==> src/rtl/snoop_bus_arbiter_if.sv <==
// Bus bundle between the snoop arbiter, the two processor cores and main memory.
// The slave modport is the arbiter's view; master is the cores/MM side.
interface snoop_bus_arbiter_if #(
    parameter int AW = 24
) ();
    logic          REQ_A;
    logic          REQ_B;
    logic          RW_A;
    logic          RW_B;
    logic [AW-1:0] ADDR_A;
    logic [AW-1:0] ADDR_B;
    logic          LOCK_A;
    logic          LOCK_B;
    logic          PHITM_A;
    logic          PHITM_B;
    logic          DR;
    logic          GNT_A;
    logic          GNT_B;
    logic          SNOOP_A;
    logic          SNOOP_B;
    logic          WB_A;
    logic          WB_B;
    logic          AR;
    logic [AW-1:0] ADDR_O;
    logic          RW_O;
    logic          DONE_A;
    logic          DONE_B;
    logic          ERR;

    modport slave (
        input  REQ_A, REQ_B, RW_A, RW_B, ADDR_A, ADDR_B, LOCK_A, LOCK_B,
               PHITM_A, PHITM_B, DR,
        output GNT_A, GNT_B, SNOOP_A, SNOOP_B, WB_A, WB_B, AR, ADDR_O, RW_O,
               DONE_A, DONE_B, ERR
    );

    modport master (
        output REQ_A, REQ_B, RW_A, RW_B, ADDR_A, ADDR_B, LOCK_A, LOCK_B,
               PHITM_A, PHITM_B, DR,
        input  GNT_A, GNT_B, SNOOP_A, SNOOP_B, WB_A, WB_B, AR, ADDR_O, RW_O,
               DONE_A, DONE_B, ERR
    );
endinterface

==> src/rtl/snoop_bus_arbiter.sv <==
// Shared-bus arbiter for two processor cores and main memory: round-robin grant
// with atomic lock, snoop of the non-owner cache, write-back of a Modified line
// ahead of the memory access, and DR timeout. All outputs are registered.
module snoop_bus_arbiter #(
    parameter int AW        = 24,
    parameter int SNOOP_CYC = 1,
    parameter int TIMEOUT   = 64
) (
    input logic                SCLK,
    input logic                SRST,
    snoop_bus_arbiter_if.slave bus
);
    typedef enum logic [2:0] {ST_IDLE, ST_SNOOP, ST_WB, ST_MEM, ST_DONE} state_t;

    localparam logic [7:0] SN_LAST = 8'(SNOOP_CYC - 1);
    localparam logic [7:0] TO_LAST = 8'(TIMEOUT - 1);

    state_t        state;
    logic          owner_b;
    logic          ptr_b;
    logic [AW-1:0] addr_q;
    logic          rw_q;
    logic [7:0]    cnt;

    logic          gnt_a, gnt_b, snoop_a, snoop_b, wb_a, wb_b;
    logic          ar, rw_o, done_a, done_b, err;
    logic [AW-1:0] addr_o;

    logic          pick_b;
    logic          req_own;
    logic          lock_own;
    logic          phitm_oth;
    logic [AW-1:0] addr_own;
    logic          rw_own;

    // Arbitration choice and owner-relative views of the core inputs
    always_comb begin
        pick_b    = bus.REQ_B && (!bus.REQ_A || ptr_b);
        req_own   = owner_b ? bus.REQ_B  : bus.REQ_A;
        lock_own  = owner_b ? bus.LOCK_B : bus.LOCK_A;
        phitm_oth = owner_b ? bus.PHITM_A : bus.PHITM_B;
        addr_own  = owner_b ? bus.ADDR_B : bus.ADDR_A;
        rw_own    = owner_b ? bus.RW_B   : bus.RW_A;
    end

    // Transaction FSM with registered bus outputs
    always_ff @(posedge SCLK or posedge SRST) begin
        if (SRST) begin
            state   <= ST_IDLE;
            owner_b <= 1'b0;
            ptr_b   <= 1'b0;
            addr_q  <= '0;
            rw_q    <= 1'b0;
            cnt     <= '0;
            gnt_a   <= 1'b0;
            gnt_b   <= 1'b0;
            snoop_a <= 1'b0;
            snoop_b <= 1'b0;
            wb_a    <= 1'b0;
            wb_b    <= 1'b0;
            ar      <= 1'b0;
            rw_o    <= 1'b0;
            addr_o  <= '0;
            done_a  <= 1'b0;
            done_b  <= 1'b0;
            err     <= 1'b0;
        end else begin
            case (state)
                ST_IDLE: begin
                    if (bus.REQ_A || bus.REQ_B) begin
                        owner_b <= pick_b;
                        addr_q  <= pick_b ? bus.ADDR_B : bus.ADDR_A;
                        rw_q    <= pick_b ? bus.RW_B : bus.RW_A;
                        gnt_a   <= !pick_b;
                        gnt_b   <= pick_b;
                        snoop_a <= pick_b;
                        snoop_b <= !pick_b;
                        cnt     <= '0;
                        state   <= ST_SNOOP;
                    end
                end
                ST_SNOOP: begin
                    if (cnt == SN_LAST) begin
                        snoop_a <= 1'b0;
                        snoop_b <= 1'b0;
                        cnt     <= '0;
                        ar      <= 1'b1;
                        addr_o  <= addr_q;
                        if (phitm_oth) begin
                            wb_a  <= owner_b;
                            wb_b  <= !owner_b;
                            rw_o  <= 1'b1;
                            state <= ST_WB;
                        end else begin
                            rw_o  <= rw_q;
                            state <= ST_MEM;
                        end
                    end else begin
                        cnt <= cnt + 8'd1;
                    end
                end
                // WB and MEM share the DR/timeout handling; only DR in WB moves on to MEM
                ST_WB, ST_MEM: begin
                    if (bus.DR && state == ST_WB) begin
                        wb_a  <= 1'b0;
                        wb_b  <= 1'b0;
                        rw_o  <= rw_q;
                        cnt   <= '0;
                        state <= ST_MEM;
                    end else if (bus.DR || cnt == TO_LAST) begin
                        ar     <= 1'b0;
                        rw_o   <= 1'b0;
                        wb_a   <= 1'b0;
                        wb_b   <= 1'b0;
                        done_a <= !owner_b;
                        done_b <= owner_b;
                        err    <= !bus.DR;
                        cnt    <= '0;
                        state  <= ST_DONE;
                    end else begin
                        cnt <= cnt + 8'd1;
                    end
                end
                ST_DONE: begin
                    done_a <= 1'b0;
                    done_b <= 1'b0;
                    err    <= 1'b0;
                    if (lock_own && req_own) begin
                        addr_q  <= addr_own;
                        rw_q    <= rw_own;
                        snoop_a <= owner_b;
                        snoop_b <= !owner_b;
                        cnt     <= '0;
                        state   <= ST_SNOOP;
                    end else begin
                        gnt_a <= 1'b0;
                        gnt_b <= 1'b0;
                        ptr_b <= !owner_b;
                        state <= ST_IDLE;
                    end
                end
                default: state <= ST_IDLE;
            endcase
        end
    end

    assign bus.GNT_A   = gnt_a;
    assign bus.GNT_B   = gnt_b;
    assign bus.SNOOP_A = snoop_a;
    assign bus.SNOOP_B = snoop_b;
    assign bus.WB_A    = wb_a;
    assign bus.WB_B    = wb_b;
    assign bus.AR      = ar;
    assign bus.ADDR_O  = addr_o;
    assign bus.RW_O    = rw_o;
    assign bus.DONE_A  = done_a;
    assign bus.DONE_B  = done_b;
    assign bus.ERR     = err;
endmodule

==> src/flat_wrapper.sv <==
// flat-port wrapper written by rule: the top's interface ports become plain ports
module snoop_bus_arbiter_flat 
#(
    parameter int AW        = 24,
    parameter int SNOOP_CYC = 1,
    parameter int TIMEOUT   = 64
)
  (SCLK, SRST, bus_REQ_A, bus_REQ_B, bus_RW_A, bus_RW_B, bus_ADDR_A, bus_ADDR_B, bus_LOCK_A, bus_LOCK_B, bus_PHITM_A, bus_PHITM_B, bus_DR, bus_GNT_A, bus_GNT_B, bus_SNOOP_A, bus_SNOOP_B, bus_WB_A, bus_WB_B, bus_AR, bus_ADDR_O, bus_RW_O, bus_DONE_A, bus_DONE_B, bus_ERR);
  snoop_bus_arbiter_if #(.AW(AW)) bus_i ();
  input logic SCLK;
  input logic SRST;
  input wire logic [$bits(bus_i.REQ_A)-1:0] bus_REQ_A;
  input wire logic [$bits(bus_i.REQ_B)-1:0] bus_REQ_B;
  input wire logic [$bits(bus_i.RW_A)-1:0] bus_RW_A;
  input wire logic [$bits(bus_i.RW_B)-1:0] bus_RW_B;
  input wire logic [$bits(bus_i.ADDR_A)-1:0] bus_ADDR_A;
  input wire logic [$bits(bus_i.ADDR_B)-1:0] bus_ADDR_B;
  input wire logic [$bits(bus_i.LOCK_A)-1:0] bus_LOCK_A;
  input wire logic [$bits(bus_i.LOCK_B)-1:0] bus_LOCK_B;
  input wire logic [$bits(bus_i.PHITM_A)-1:0] bus_PHITM_A;
  input wire logic [$bits(bus_i.PHITM_B)-1:0] bus_PHITM_B;
  input wire logic [$bits(bus_i.DR)-1:0] bus_DR;
  output wire logic [$bits(bus_i.GNT_A)-1:0] bus_GNT_A;
  output wire logic [$bits(bus_i.GNT_B)-1:0] bus_GNT_B;
  output wire logic [$bits(bus_i.SNOOP_A)-1:0] bus_SNOOP_A;
  output wire logic [$bits(bus_i.SNOOP_B)-1:0] bus_SNOOP_B;
  output wire logic [$bits(bus_i.WB_A)-1:0] bus_WB_A;
  output wire logic [$bits(bus_i.WB_B)-1:0] bus_WB_B;
  output wire logic [$bits(bus_i.AR)-1:0] bus_AR;
  output wire logic [$bits(bus_i.ADDR_O)-1:0] bus_ADDR_O;
  output wire logic [$bits(bus_i.RW_O)-1:0] bus_RW_O;
  output wire logic [$bits(bus_i.DONE_A)-1:0] bus_DONE_A;
  output wire logic [$bits(bus_i.DONE_B)-1:0] bus_DONE_B;
  output wire logic [$bits(bus_i.ERR)-1:0] bus_ERR;
  assign bus_i.REQ_A = bus_REQ_A;
  assign bus_i.REQ_B = bus_REQ_B;
  assign bus_i.RW_A = bus_RW_A;
  assign bus_i.RW_B = bus_RW_B;
  assign bus_i.ADDR_A = bus_ADDR_A;
  assign bus_i.ADDR_B = bus_ADDR_B;
  assign bus_i.LOCK_A = bus_LOCK_A;
  assign bus_i.LOCK_B = bus_LOCK_B;
  assign bus_i.PHITM_A = bus_PHITM_A;
  assign bus_i.PHITM_B = bus_PHITM_B;
  assign bus_i.DR = bus_DR;
  assign bus_GNT_A = bus_i.GNT_A;
  assign bus_GNT_B = bus_i.GNT_B;
  assign bus_SNOOP_A = bus_i.SNOOP_A;
  assign bus_SNOOP_B = bus_i.SNOOP_B;
  assign bus_WB_A = bus_i.WB_A;
  assign bus_WB_B = bus_i.WB_B;
  assign bus_AR = bus_i.AR;
  assign bus_ADDR_O = bus_i.ADDR_O;
  assign bus_RW_O = bus_i.RW_O;
  assign bus_DONE_A = bus_i.DONE_A;
  assign bus_DONE_B = bus_i.DONE_B;
  assign bus_ERR = bus_i.ERR;
  snoop_bus_arbiter #(.AW(AW), .SNOOP_CYC(SNOOP_CYC), .TIMEOUT(TIMEOUT)) u_core (.SCLK(SCLK), .SRST(SRST), .bus(bus_i));
endmodule
==> config.mk <==
export PLATFORM = sky130hd
export DESIGN_NAME = snoop_bus_arbiter_flat
export DESIGN_NICKNAME = d
export VERILOG_FILES = /design/src/rtl/snoop_bus_arbiter_if.sv /design/src/rtl/snoop_bus_arbiter.sv /design/src/flat_wrapper.sv
export SDC_FILE = /design/constraint.sdc
export NUM_CORES = 1
export LEC_CHECK = 0
export BUFFER_PORTS_ARGS = -buffer_cell sky130_fd_sc_hd__clkbuf_2
export CORE_UTILIZATION = 30
export DETAILED_ROUTE_END_ITERATION = 16
export SLEW_MARGIN = 20
export SYNTH_ARGS = -nofsm -noshare
export SYNTH_HDL_FRONTEND = slang
export SYNTH_SLANG_ARGS = --single-unit
==> constraint.sdc <==
create_clock -name SCLK -period 2.97 [get_ports SCLK]
set_clock_uncertainty 0.1 [all_clocks]
set_input_delay 0.7425 -clock SCLK [delete_from_list [all_inputs] [get_ports SCLK]]
set_output_delay 0.7425 -clock SCLK [all_outputs]
set_load 0.005 [all_outputs]
==> impl_metrics.json <==
{
  "cts_tree": "yes",
  "grt_max_degree": 42,
  "leakage_uw": 0.00204,
  "end_kind": "flop",
  "post_drt_wl_per_cell_um": 14.4,
  "area.growth.synth_to_final_pct": 24.5,
  "min_path_type": "input pin to asynchronous set/reset pin",
  "violations": "design-rule violations",
  "clockBufferDepth": 2,
  "power_frac_comb_pct": 37.6,
  "vias": 2709,
  "coreArea_sq_mm": 0.0116,
  "ys_seq_area_share_pct": 50.7,
  "ys_ff_latch": 73,
  "grt_antenna_before_repair": 0,
  "drive_above_1_share_pct": 37.9,
  "netlist_area_sq_mm": 0.00360,
  "clock.fmax_mhz": 416,
  "io_buffers": 93,
  "slew_viol_final": 0,
  "grt_pass1_wl_mm": 13.4,
  "holdBufCountCts": 0,
  "ys_warn_count": 0,
  "cts_setup_buffers": 0,
  "die-area_sq_mm": 0.0125,
  "finalSetupTns_ns": 0,
  "swShare_pct": 35.1,
  "critPathKind": "flop to flop",
  "syn_area_per_cell_sq_um": 11.6,
  "cts.repair.resized": 0,
  "clk_pin_slew_ns": 0.06,
  "p_int_uw": 3010,
  "worstPathMaxFanout": 27,
  "netlist_instances": 311,
  "synth_nets": 372,
  "drc": 7,
  "reg2reg_from": "u_core.state[2]",
  "num_io_pins": 94,
  "synth.distinct_cells": 57,
  "viasPerCell": 4.91,
  "fin_crit_sh_pct": 81.0,
  "slew_headroom_pct": 59.4,
  "htree_levels": 3,
  "irDropWorstVdd_uv": 298,
  "hold_viol": 0,
  "status": "finished with violations",
  "holdWs_ns": 0.345,
  "startpoint_type": "flop",
  "gr-total-overflow": 0,
  "r2r_cells": 5,
  "first_global_vias": 2785,
  "die_w_um": 112,
  "critical_path_required_ns": 3.07,
  "totalWireLength_mm": 7.95,
  "r2r_setup_slack_ns": 0.56,
  "fin_crit_ns": 2.41,
  "fin_util_pct": 38.8,
  "clock_latency_ns": 0.33,
  "antenna-diode-count": 0,
  "die_h_um": 112,
  "ys_async_sr_fraction_pct": 100,
  "clockPowerShare_pct": 24.2,
  "final_area_sq_mm": 0.00449,
  "setup_violations": 0,
  "cts_root_buffer": "clkbuf_16",
  "timing.critical_path.from": "u_core.state[2]",
  "worst_pin_slew_ns": 0.609,
  "hpwl_mm": 5.58,
  "synth-main-ff-cell": "dfrtp_1",
  "ant_nets": 0,
  "first_pass_iters": 12,
  "gp_congestion": 0.755,
  "dp_slack_ns": 0.568,
  "rows": 39,
  "finalWorstSetupSlack_ns": 0.564,
  "power_frac_seq_pct": 38.2,
  "track_usage_pct": 13.9,
  "fill_cells": 1164,
  "place_area_sq_mm": 0.00418,
  "grt_setup_unrepaired": "no",
  "drt_iter0_drc": 126,
  "maxCapViolations": 0,
  "fin_nets": 465,
  "synth_edf_count": 0,
  "cts_buffers": 9,
  "critPathArrivalTime_ns": 2.51,
  "p_switching_uw": 1630,
  "cts_sinks": 73,
  "power.density_mw_per_mm2": 1030,
  "initial_core_util_pct": 31.1
}
[flip-flops by register name, summed over array words and instances (netlist names), 3 cells and up]
name and flops:
u_core.addr_q 24, u_core.bus.ADDR_O 24, u_core.cnt 8, u_core.state 3
[cell type report]
type / instances / area (sq um) / share of cell area (%)
inverter: 13 / 50.0 / 1.12
clock buffer: 14 / 274 / 6.11
multi-input combinational: 208 / 1600 / 35.6
clock inverter: 2 / 35.0 / 0.781
tap: 143 / 179 / 3.99
timing repair buffer: 99 / 523 / 11.7
sequential: 73 / 1830 / 40.7
[metrics by stage]
stage | cells | total power, uW
2_1_floorplan | 311 | 3010
3_3_place_gp | 536 | 3480
3_5_place_dp | 536 | 3560
4_1_cts | 552 | 4720
5_1_grt | 552 | 4990
6_report | 552 | 4640
[worst paths after layout]
path                                    endpoint
hold / removal             u_core.bus.ADDR_O[22]
hold reg to reg            u_core.bus.ADDR_O[21]
setup / recovery                u_core.addr_q[2]
setup reg to reg                u_core.addr_q[2]
min in group SCLK          u_core.bus.ADDR_O[21]
max in group asynchronous   u_core.bus.ADDR_O[6]
[critical path, stage by stage, from the launching register on]
cell and delay, ns:
dfrtp_1 0.69, or3b_4 0.49, a31oi_4 0.16, buf_4 0.43
mux2i_1 0.31, a21oi_2 0.08
[cells in the mapped netlist (3+ instances only)]
master     n  share of area [%]
inv_1     12                1.3
nand2_1   12                1.3
o21ai_0   11                1.5
o22ai_1    4               0.69
a21oi_2   19                4.6
nor4_2     3                1.0
nor2_1    32                3.3
buf_2      8                1.1
nor3_1     4               0.56
a21oi_1   10                1.4
clkbuf_1   3               0.31
mux2i_1   26                7.2
o221ai_1   3               0.73
o31ai_1    5                1.0
mux2_2     8                2.5
mux2_1    20                6.3
nand3_1    4               0.56
nor2b_1    3               0.52
dfrtp_1   73                 51
[cell usage in the layout (no fill, tap or decap), types with 4 or more instances in the layout]
| cell type | count |
|---|---|
| clkbuf_2 | 93 |
| dfrtp_1 | 73 |
| nor2_1 | 32 |
| mux2i_1 | 26 |
| mux2_1 | 20 |
| a21oi_2 | 19 |
| nand2_1 | 12 |
| inv_1 | 11 |
| o21ai_0 | 11 |
| a21oi_1 | 10 |
| clkbuf_16 | 9 |
| mux2_2 | 8 |
| o31ai_1 | 5 |
| buf_4 | 5 |
| nand3_1 | 4 |
| nor3_1 | 4 |
| o22ai_1 | 4 |
[kinds of logic (layout without fill, tap and decap cells)]
family | after synthesis | count (layout) | synth area share [%]
AOI/OAI and AO/OA | 70 | 70 | 15.1
muxes | 54 | 54 | 16.0
adders and majority gates | 2 | 2 | 0.695
xor gates and xnor gates | 2 | 2 | 0.486
DFF | 73 | 73 | 50.7
and+or+nand+nor | 80 | 80 | 12.1
buffers and inverters | 30 | 128 | 4.93
[metal layers]
| layer | GRT usage (%) | share of wire [%] | vias up |
|---|---|---|---|
| li1 | - | - | 1299 |
| met1 | 17.0 | 45 | 1324 |
| met2 | 22.5 | 48 | 75 |
| met3 | 3.76 | 4.6 | 11 |
| met4 | 7.03 | 1.9 | 0 |
| met5 | 0 | 0 | - |
[power groups by stage]
stage / clock network, uW / logic, uW / registers [uW]
6_report: 1120 / 1750 / 1770
5_1_grt: 1200 / 1950 / 1830
4_1_cts: 1160 / 1780 / 1770
3_5_place_dp: 0 / 1770 / 1790
3_3_place_gp: 0 / 1730 / 1760
2_1_floorplan: 0 / 1330 / 1680
Note: power is estimated with default switching activity, not from simulation.
